## src/rtl/merge_tree_stream_if.sv

```systemverilog
// Leaf-FIFO, output-FIFO and status signals of the merge tree as one bundle.
interface merge_tree_stream_if #(
   parameter int LEAVES     = 8,
   parameter int DATA_WIDTH = 32
);
   logic [LEAVES*DATA_WIDTH-1:0] i_fifo;
   logic [LEAVES-1:0]            i_fifo_empty;
   logic                         i_fifo_out_ready;
   logic [LEAVES-1:0]            o_fifo_read;
   logic                         o_out_fifo_write;
   logic [DATA_WIDTH-1:0]        o_data;
   logic [15:0]                  o_run_count;
   logic [31:0]                  o_rec_count;
   logic                         o_idle;

   // the block under control sees leaf heads and output readiness as inputs
   modport slave (
      input  i_fifo, i_fifo_empty, i_fifo_out_ready,
      output o_fifo_read, o_out_fifo_write, o_data, o_run_count, o_rec_count, o_idle
   );

   // the surrounding sort stage (leaf FIFOs, output FIFO) drives the other side
   modport master (
      output i_fifo, i_fifo_empty, i_fifo_out_ready,
      input  o_fifo_read, o_out_fifo_write, o_data, o_run_count, o_rec_count, o_idle
   );
endinterface

```

## src/rtl/merge_tree_stream.sv

```systemverilog
// Streaming merge tree: LEAVES sorted leaf streams -> one ascending stream.
// Nodes use heap numbering: node 1 is the root, node n reads streams 2n and
// 2n+1. Stream index LEAVES+k is leaf FIFO k; stream index n in 2..LEAVES-1
// is the 2-entry coupler written by node n. Runs end with an all-ones key.
module merge_tree_stream #(
   parameter int LEAVES     = 8,
   parameter int DATA_WIDTH = 32,
   parameter int KEY_WIDTH  = 32
) (
   input logic                 i_clk,
   input logic                 i_rst_n,
   merge_tree_stream_if.slave  bus
);
   localparam int NIDX = 2 * LEAVES;

   // stream heads seen by the nodes and per-stream pop strobes
   logic [NIDX-1:1]       vld;
   logic [DATA_WIDTH-1:0] dat [1:NIDX-1];
   logic [NIDX-1:1]       pop;

   // node outputs: push[1] is the root fire
   logic [LEAVES-1:1]     push;
   logic [DATA_WIDTH-1:0] push_dat [1:LEAVES-1];

   // coupler storage: e0 is the head entry
   logic [1:0]            cnt_q [2:LEAVES-1];
   logic [1:0]            cnt_d [2:LEAVES-1];
   logic [DATA_WIDTH-1:0] e0_q  [2:LEAVES-1];
   logic [DATA_WIDTH-1:0] e0_d  [2:LEAVES-1];
   logic [DATA_WIDTH-1:0] e1_q  [2:LEAVES-1];
   logic [DATA_WIDTH-1:0] e1_d  [2:LEAVES-1];

   logic                  write_q;
   logic [DATA_WIDTH-1:0] data_q;
   logic [15:0]           run_count_q;
   logic [31:0]           rec_count_q;
   logic                  couplers_empty;

   logic                  accept;
   logic                  term_a;
   logic                  term_b;
   logic                  both_term;
   logic                  sel_b;
   logic                  fire;

   // node decisions; all inputs are leaf heads or registered coupler state,
   // so there is no combinational ready path between levels
   always_comb begin
      vld       = '0;
      pop       = '0;
      push      = '0;
      accept    = 1'b0;
      term_a    = 1'b0;
      term_b    = 1'b0;
      both_term = 1'b0;
      sel_b     = 1'b0;
      fire      = 1'b0;
      for (int i = 1; i < NIDX; i++) begin
         dat[i] = '0;
      end
      for (int n = 1; n < LEAVES; n++) begin
         push_dat[n] = '0;
      end
      // leaves are masked during reset so no pop can escape
      for (int k = 0; k < LEAVES; k++) begin
         vld[LEAVES+k] = ~bus.i_fifo_empty[k] & i_rst_n;
         dat[LEAVES+k] = bus.i_fifo[k*DATA_WIDTH +: DATA_WIDTH];
      end
      for (int n = 2; n < LEAVES; n++) begin
         vld[n] = (cnt_q[n] != 2'd0);
         dat[n] = e0_q[n];
      end
      for (int n = 1; n < LEAVES; n++) begin
         accept    = (n == 1) ? bus.i_fifo_out_ready : (cnt_q[n] != 2'd2);
         term_a    = &dat[2*n][KEY_WIDTH-1:0];
         term_b    = &dat[2*n+1][KEY_WIDTH-1:0];
         both_term = term_a & term_b;
         // strict compare: equal keys go to input 0
         sel_b     = ~both_term &
                     (dat[2*n+1][KEY_WIDTH-1:0] < dat[2*n][KEY_WIDTH-1:0]);
         fire      = vld[2*n] & vld[2*n+1] & accept;
         push[n]     = fire;
         push_dat[n] = sel_b ? dat[2*n+1] : dat[2*n];
         pop[2*n]    = fire & ~sel_b;
         pop[2*n+1]  = fire & (sel_b | both_term);
      end
   end

   // coupler next state; push and pop together keep occupancy unchanged
   always_comb begin
      for (int n = 2; n < LEAVES; n++) begin
         cnt_d[n] = cnt_q[n];
         e0_d[n]  = e0_q[n];
         e1_d[n]  = e1_q[n];
         case ({push[n], pop[n]})
            2'b10: begin
               if (cnt_q[n] == 2'd0) e0_d[n] = push_dat[n];
               else                  e1_d[n] = push_dat[n];
               cnt_d[n] = cnt_q[n] + 2'd1;
            end
            2'b01: begin
               e0_d[n]  = e1_q[n];
               cnt_d[n] = cnt_q[n] - 2'd1;
            end
            2'b11: begin
               if (cnt_q[n] == 2'd1) begin
                  e0_d[n] = push_dat[n];
               end else begin
                  e0_d[n] = e1_q[n];
                  e1_d[n] = push_dat[n];
               end
            end
            default: ;
         endcase
      end
   end

   // coupler registers; reset discards anything in flight
   always_ff @(posedge i_clk or negedge i_rst_n) begin
      if (!i_rst_n) begin
         for (int n = 2; n < LEAVES; n++) begin
            cnt_q[n] <= 2'd0;
            e0_q[n]  <= '0;
            e1_q[n]  <= '0;
         end
      end else begin
         for (int n = 2; n < LEAVES; n++) begin
            cnt_q[n] <= cnt_d[n];
            e0_q[n]  <= e0_d[n];
            e1_q[n]  <= e1_d[n];
         end
      end
   end

   // root output register and run/record counters
   always_ff @(posedge i_clk or negedge i_rst_n) begin
      if (!i_rst_n) begin
         write_q     <= 1'b0;
         data_q      <= '0;
         run_count_q <= '0;
         rec_count_q <= '0;
      end else begin
         write_q <= push[1];
         if (push[1]) begin
            data_q <= push_dat[1];
            if (&push_dat[1][KEY_WIDTH-1:0]) run_count_q <= run_count_q + 16'd1;
            else                             rec_count_q <= rec_count_q + 32'd1;
         end
      end
   end

   // idle when nothing is buffered in any coupler
   always_comb begin
      couplers_empty = 1'b1;
      for (int n = 2; n < LEAVES; n++) begin
         if (cnt_q[n] != 2'd0) couplers_empty = 1'b0;
      end
   end

   assign bus.o_fifo_read      = pop[NIDX-1:LEAVES];
   assign bus.o_out_fifo_write = write_q;
   assign bus.o_data           = data_q;
   assign bus.o_run_count      = run_count_q;
   assign bus.o_rec_count      = rec_count_q;
   assign bus.o_idle           = couplers_empty & ~write_q;

endmodule
```

## src/flat_wrapper.sv

```systemverilog
// flat-port wrapper written by rule: the top's interface ports become plain ports
module merge_tree_stream_flat 
#(
   parameter int LEAVES     = 8,
   parameter int DATA_WIDTH = 32,
   parameter int KEY_WIDTH  = 32
)
  (i_clk, i_rst_n, bus_i_fifo, bus_i_fifo_empty, bus_i_fifo_out_ready, bus_o_fifo_read, bus_o_out_fifo_write, bus_o_data, bus_o_run_count, bus_o_rec_count, bus_o_idle);
  merge_tree_stream_if #(.LEAVES(LEAVES), .DATA_WIDTH(DATA_WIDTH)) bus_i ();
  input logic i_clk;
  input logic i_rst_n;
  input wire logic [$bits(bus_i.i_fifo)-1:0] bus_i_fifo;
  input wire logic [$bits(bus_i.i_fifo_empty)-1:0] bus_i_fifo_empty;
  input wire logic [$bits(bus_i.i_fifo_out_ready)-1:0] bus_i_fifo_out_ready;
  output wire logic [$bits(bus_i.o_fifo_read)-1:0] bus_o_fifo_read;
  output wire logic [$bits(bus_i.o_out_fifo_write)-1:0] bus_o_out_fifo_write;
  output wire logic [$bits(bus_i.o_data)-1:0] bus_o_data;
  output wire logic [$bits(bus_i.o_run_count)-1:0] bus_o_run_count;
  output wire logic [$bits(bus_i.o_rec_count)-1:0] bus_o_rec_count;
  output wire logic [$bits(bus_i.o_idle)-1:0] bus_o_idle;
  assign bus_i.i_fifo = bus_i_fifo;
  assign bus_i.i_fifo_empty = bus_i_fifo_empty;
  assign bus_i.i_fifo_out_ready = bus_i_fifo_out_ready;
  assign bus_o_fifo_read = bus_i.o_fifo_read;
  assign bus_o_out_fifo_write = bus_i.o_out_fifo_write;
  assign bus_o_data = bus_i.o_data;
  assign bus_o_run_count = bus_i.o_run_count;
  assign bus_o_rec_count = bus_i.o_rec_count;
  assign bus_o_idle = bus_i.o_idle;
  merge_tree_stream #(.LEAVES(LEAVES), .DATA_WIDTH(DATA_WIDTH), .KEY_WIDTH(KEY_WIDTH)) u_core (.i_clk(i_clk), .i_rst_n(i_rst_n), .bus(bus_i));
endmodule
```

## config.mk

```make
export PLATFORM = sky130hd
export DESIGN_NAME = merge_tree_stream_flat
export DESIGN_NICKNAME = d
export VERILOG_FILES = /design/src/rtl/merge_tree_stream_if.sv /design/src/rtl/merge_tree_stream.sv /design/src/flat_wrapper.sv
export SDC_FILE = /design/constraint.sdc
export NUM_CORES = 2
export LEC_CHECK = 0
export ABC_CLOCK_PERIOD_IN_PS = 10500
export BUFFER_PORTS_ARGS = -buffer_cell sky130_fd_sc_hd__buf_2
export CORE_ASPECT_RATIO = 1.25
export CORE_UTILIZATION = 60
export CTS_CLUSTER_DIAMETER = 40
export DETAILED_ROUTE_END_ITERATION = 8
export PLACE_DENSITY = 0.82
export SYNTH_ARGS = -nofsm -noshare
export SYNTH_HDL_FRONTEND = slang
export SYNTH_SLANG_ARGS = --single-unit
```

## constraint.sdc

```tcl
create_clock -name i_clk -period 10.5 [get_ports i_clk]
set_input_delay 0.525 -clock i_clk [delete_from_list [all_inputs] [get_ports i_clk]]
set_output_delay 0.525 -clock i_clk [all_outputs]
set_load 0.02 [all_outputs]
```

# Word-level counts from Yosys, hierarchy flattened

Index checks and enable logic that the tools add are counted.

Register bits: 477
Bits of input ports: 267
Logic and storage cells: 287

Add/sub/neg operators: 14
$lt $le $gt $ge: 7
Equality and inequality tests: 48
Muxes and demuxes: 55
Bitwise logic cells: 82
Reduce and logical (&&, ||, !) cells: 59

Operators by type and width:

| cell                  | count |
|---|---|
| $mux 32               | 31 |
| $pmux 32 s3           | 6 |
| $reduce_and 32->1     | 15 |
| $pmux 32 s2           | 6 |
| $lt 32x32->1          | 7 |
| $and 1x1->1           | 51 |
| $ne 2x2->1 const B    | 18 |
| $reduce_bool 2->1     | 18 |
| $reduce_and 33->1     | 1 |
| $add 32x1->32 const B | 1 |
| $eq 2x1->1 const B    | 12 |
| $eq 2x2->1 const B    | 12 |
| $not 1->1             | 24 |
| $pmux 2 s2            | 6 |
| $reduce_and 3->1      | 6 |
| $reduce_bool 3->1     | 6 |
| $add 16x1->16 const B | 1 |
| $reduce_and 2->1      | 7 |
| $add 2x1->2 const B   | 6 |
| $logic_not 2->1       | 6 |
| $ne 2x1->1 const B    | 6 |
| $sub 2x1->2 const B   | 6 |
| $or 1x1->1            | 7 |
| $mux 1                | 6 |

# Depth between registers and ports, before layout

Depth after elaboration: 9
Mapped depth: 18

# Worst setup path after synthesis

No wires, ideal clock.

Path type: reg2reg
From: reg u_core.e0_q, in the netlist u_core.dat[268]
To: reg u_core.e0_q, in the netlist u_core.dat[290]
Data arrival time: 3519 ps
Data required time: 10414 ps
Slack: 6895 ps
Cell stages (with the launch flop): 18
Buffers on the path: 4
Clock period less this slack: 3605 ps
Path through: dfrtp_1 ha_1 nand3_1 or2_0 a31oi_1 a211oi_1 o211ai_1 nor2b_4 buf_6 buf_2 nor2_1 inv_1 ha_1 a21o_1 or4_4 buf_6 buf_6 o221ai_2

Longest elaborated chain between the ends: 9

Ends and longest elaborated chain:

| element                                                              | line                     | text |
|---|---|---|
| from (decl)                                                          | merge_tree_stream.sv:28  | `logic [DATA_WIDTH-1:0] e0_q [2:LEAVES-1];` |
| from (signal, indexed assignment)                                    | merge_tree_stream.sv:129 | `e0_q[n] <= e0_d[n];` |
| parallel branches: the longest is 3 deep, another holds $lt 32x32->1 | -                        |  |
| $and 1x1->1 *                                                        | merge_tree_stream.sv:79  | `sel_b = ~both_term &` |
| $not 1->1 *                                                          | merge_tree_stream.sv:84  | `pop[2*n] = fire & ~sel_b;` |
| $and 1x1->1 *                                                        | merge_tree_stream.sv:84  |  |
| $eq 2x2->1 or $eq 2x1->1 (tied branches)                             | merge_tree_stream.sv:95  | `case ({push[n], pop[n]})` |
| $ne 2x1->1 (no line) or $reduce_bool 3->1 (tied branches)            | -                        |  |
| $reduce_and 2->1 (no line)                                           | -                        |  |

Every way passes the cells marked *.
A chain may end at the register's enable or synchronous reset.

# Worst setup path in the final report

From: reg u_core.e0_q, in the netlist u_core.dat[418]
To: reg u_core.e0_q, in the netlist u_core.dat[446]

Longest elaborated chain between the ends: 9

Ends and longest elaborated chain:

| element                                                              | line |
|---|---|
| parallel branches: the longest is 3 deep, another holds $lt 32x32->1 | - |
| $and 1x1->1 *                                                        | merge_tree_stream.sv:79 |
| $not 1->1 *                                                          | merge_tree_stream.sv:84 |
| $and 1x1->1 *                                                        | merge_tree_stream.sv:84 |
| $eq 2x2->1 or $eq 2x1->1 (tied branches)                             | merge_tree_stream.sv:95 |
| $ne 2x1->1 (no line) or $reduce_bool 3->1 (tied branches)            | - |
| $reduce_and 2->1 (no line)                                           | - |

Marked as above.

==> results.py <==
metrics = {
    "timing": {
        "worstMarginPinSlew_ns": 1.29,
        "finalSetupViolCount": 0,
        "fin_setup_tns_ns": 0,
        "rsz0062_at_grt": "false",
        "final.min_clock_period_ns": 5.93,
        "period_share_pct": 56.5,
        "relSlewSlack_pct": 13.8,
        "max_freq_mhz": 169,
        "skew_ns": 0.0305,
        "finalMaxSlewViolations": 0,
        "hold_viol_final": 0,
    },
    "final_layout": {
        "layout-drive-gt1-share_pct": 15.5,
        "syn2layout_area_growth_pct": 15.1,
        "fin_nets": 4002,
        "finalInstanceArea_um2": 33300,
        "antenna_cells": 0,
        "n_fill_cell": 3753,
    },
    "floorplanning": {
        "die_area_um2": 49200,
        "rows": 89,
        "core_area_um2": 47400,
        "initial_core_util_pct": 61.1,
        "dieWidth_um": 199,
        "die_h_um": 248,
        "ios": 357,
    },
    "clock_network": {
        "clk_latency_ns": 0.63,
        "cts_tree": "done",
        "postCtsResizedCells": 0,
        "cts.clk_slew.worst_paths_ns": 0.06,
        "cts-root-buf": "clkbuf_16",
        "cts_sinks": 477,
        "h-tree-depth": 2,
        "cts_buffer_depth": 3,
        "cts_buffers": 59,
        "cts_setup_buffers": 0,
    },
    "run_status": {
        "status": "finished clean",
    },
    "synth": {
        "synth_fp_nets": 3695,
        "ys_types": 64,
        "ys_ff_latch": 477,
        "ys_seq_area_share_pct": 41.2,
        "synth_enable_flop_cells": 0,
        "synth_most_common_cell": "dfrtp_1",
        "synth_warnings": 0,
        "ys_top_cells_by_area": "dfrtp_1, ha_1, mux2i_1",
        "synthTopCellsByCount": "dfrtp_1, nand2_1, inv_1",
        "netlist_instances": 3168,
        "yosys.area.top_type_share_pct": 41.2,
        "yosys.area.top_type": "dfrtp_1",
        "syn-cell-area_um2": 29000,
        "synthFlopType": "dfrtp_1",
        "postSynthAreaPerCell_um2": 9.15,
        "async_flop_share_pct": 100,
    },
    "worst_hold_path": {
        "hold_class": "in2reg",
        "min_from": "bus_i_fifo[6]",
    },
    "detailed_routing": {
        "wl_met2_um": 42300,
        "drtPass1Iterations": 6,
        "top_layer": "met4",
        "wl_per_cell_um": 20.3,
        "drt-initial-drc-count": 1701,
        "final_antenna_net_count": 0,
        "routed-wl-met3_um": 4050,
        "routed_wl_um": 84500,
        "drc": 0,
        "vias": 25434,
        "drt-met1-wl_um": 33200,
        "via_per_inst": 6.11,
    },
    "grt": {
        "grt_pass1_vias": 25420,
        "grt_util_all_layers_pct": 34.6,
        "grt_pass1_wl_um": 134000,
        "antenna_found_initial": 0,
        "grt_max_degree": 113,
        "grt_overflow": 0,
    },
    "power_and_ir_drop": {
        "p_total_mw": 10.6,
        "power_density_nw_per_um2": 319,
        "ir_worst_vdd_uv": 201,
        "p_leak_nw": 16.8,
    },
    "placement": {
        "dpl_cell_area_um2": 31300,
        "port_buffers": 356,
        "gp_congestion": 0.954,
        "dpl.hpwl_um": 64200,
    },
    "critical_path": {
        "cp-start-kind": "register",
        "critPathKind": "reg2reg",
        "r2r_start": "u_core.dat[418]",
        "r2r-end": "u_core.dat[446]",
        "crit_path_max_fanout": 34,
        "cp_data_arrival_time_ns": 6.37,
        "reg2reg_depth": 14,
        "crit_required_ns": 10.94,
        "startpoint": "u_core.dat[418]",
        "cp-end-kind": "register",
        "reg2reg_slack_ns": 4.57,
        "crit_end": "u_core.dat[446]",
    },
    "job": {
        "drv_cap": 0,
    },
}
## per-layer routing
metal	vias up	track usage (%)
met5	-	0
met4	0	18.5
met3	312	4.16
met2	895	59.8
met1	12388	42.0
li1	11839	-
## through the flow
step / util (%) / instances / hold WS, ns / setup slack (ns)
floorplan: - / 3168 / 0.229 / 6.89
global placement: 65.9 / 4050 / 0.447 / 4.80
detailed placement: 65.9 / 4050 / 0.456 / 4.70
CTS: 70.3 / 4161 / 0.254 / 4.58
global route: 70.3 / 4161 / 0.292 / 4.13
finish: 70.3 / 4161 / 0.273 / 4.57
## final cells by class
type / count / area, um2 / area share [%]
timing repair buffer: 382 / 2000 / 6.00
sequential: 477 / 11900 / 35.8
clock buffer: 76 / 1620 / 4.86
inverter: 417 / 1570 / 4.69
tap: 637 / 797 / 2.39
clock inverter: 34 / 442 / 1.32
multi-input combinational: 2138 / 15000 / 44.9
## what timing repair did
item                                   in CTS  in global routing
hold buffers                                1                  0
endpoints found under the hold margin      39                  0
setup endpoints to repair                   0                  0
## power by group
group	switching [mW]	internal (mW)	total [mW]	leakage [nW]
clock	0.841	1.28	2.12	1.01
sequential	0.843	2.68	3.52	5.96
combinational	3.12	1.87	5.00	9.79
total	4.81	5.83	10.6	16.8
## how the worst min path moves through the flow
stage | to | slack [ns] | cells past startpoint
5_1_grt | u_core.e1_q[97] | 0.29 | 3
3_3_place_gp | u_core.bus.o_rec_count[25] | 0.45 | 1
4_1_cts | u_core.e1_q[84] | 0.25 | 3
2_1_floorplan | u_core.bus.o_data[0] | 0.23 | 0
3_5_place_dp | u_core.bus.o_rec_count[25] | 0.46 | 1
6_report | u_core.e1_q[102] | 0.27 | 3
## worst max-delay path: stages (launching register included)
cell	delay, ns
dfrtp_1	0.41
inv_1	0.06
ha_1	0.29
a211oi_1	0.21
o21ai_1	0.11
a2111oi_0	0.52
o211ai_1	0.18
a21oi_1	0.45
nand2_2	0.73
nand2_1	0.37
ha_1	0.23
a21o_1	0.89
nor2_1	0.11
nand2_1	0.88
o221ai_1	0.28
## flip-flops by register name, indices dropped and copies added, names as in the netlist
signal / count
u_core.dat: 192
u_core.e1_q: 192
u_core.bus.o_data: 32
u_core.bus.o_rec_count: 32
u_core.bus.o_run_count: 16
u_core.cnt_q: 12
u_core.bus.o_out_fifo_write: 1
## cells by family (layout without fill, tap and decap cells)
group                      Yosys count  after routing  synth area share (%)
DFF                                477            477                  41.2
AOI/OAI and AO/OA                  628            628                  14.8
adders and majority gates          260            260                  11.2
and+or+nand+nor                    964            964                  15.7
muxes                              228            228                  7.89
buffers and inverters              553            909                  7.40
xor gates and xnor gates            58             58                  1.75
## cells in the final DEF, fill, tap and decap left out, drive strengths merged, types with 9 or more instances in the layout
| cell | count |
|---|---|
| a211oi | 19 |
| a21o | 28 |
| a21oi | 87 |
| a31oi | 37 |
| and3 | 12 |
| and4 | 9 |
| buf | 381 |
| clkbuf | 76 |
| clkinv | 13 |
| dfrtp | 477 |
| ha | 260 |
| inv | 428 |
| mux2i | 225 |
| nand2 | 469 |
| nand3 | 45 |
| nand4 | 164 |
| nor2 | 115 |
| nor3 | 32 |
| nor4 | 47 |
| o211ai | 13 |
| o21a | 11 |
| o21ai | 237 |
| o221ai | 161 |
| or2 | 36 |
| xnor2 | 27 |
| xor2 | 31 |
No activity file was read; power rests on OpenSTA's default activity.
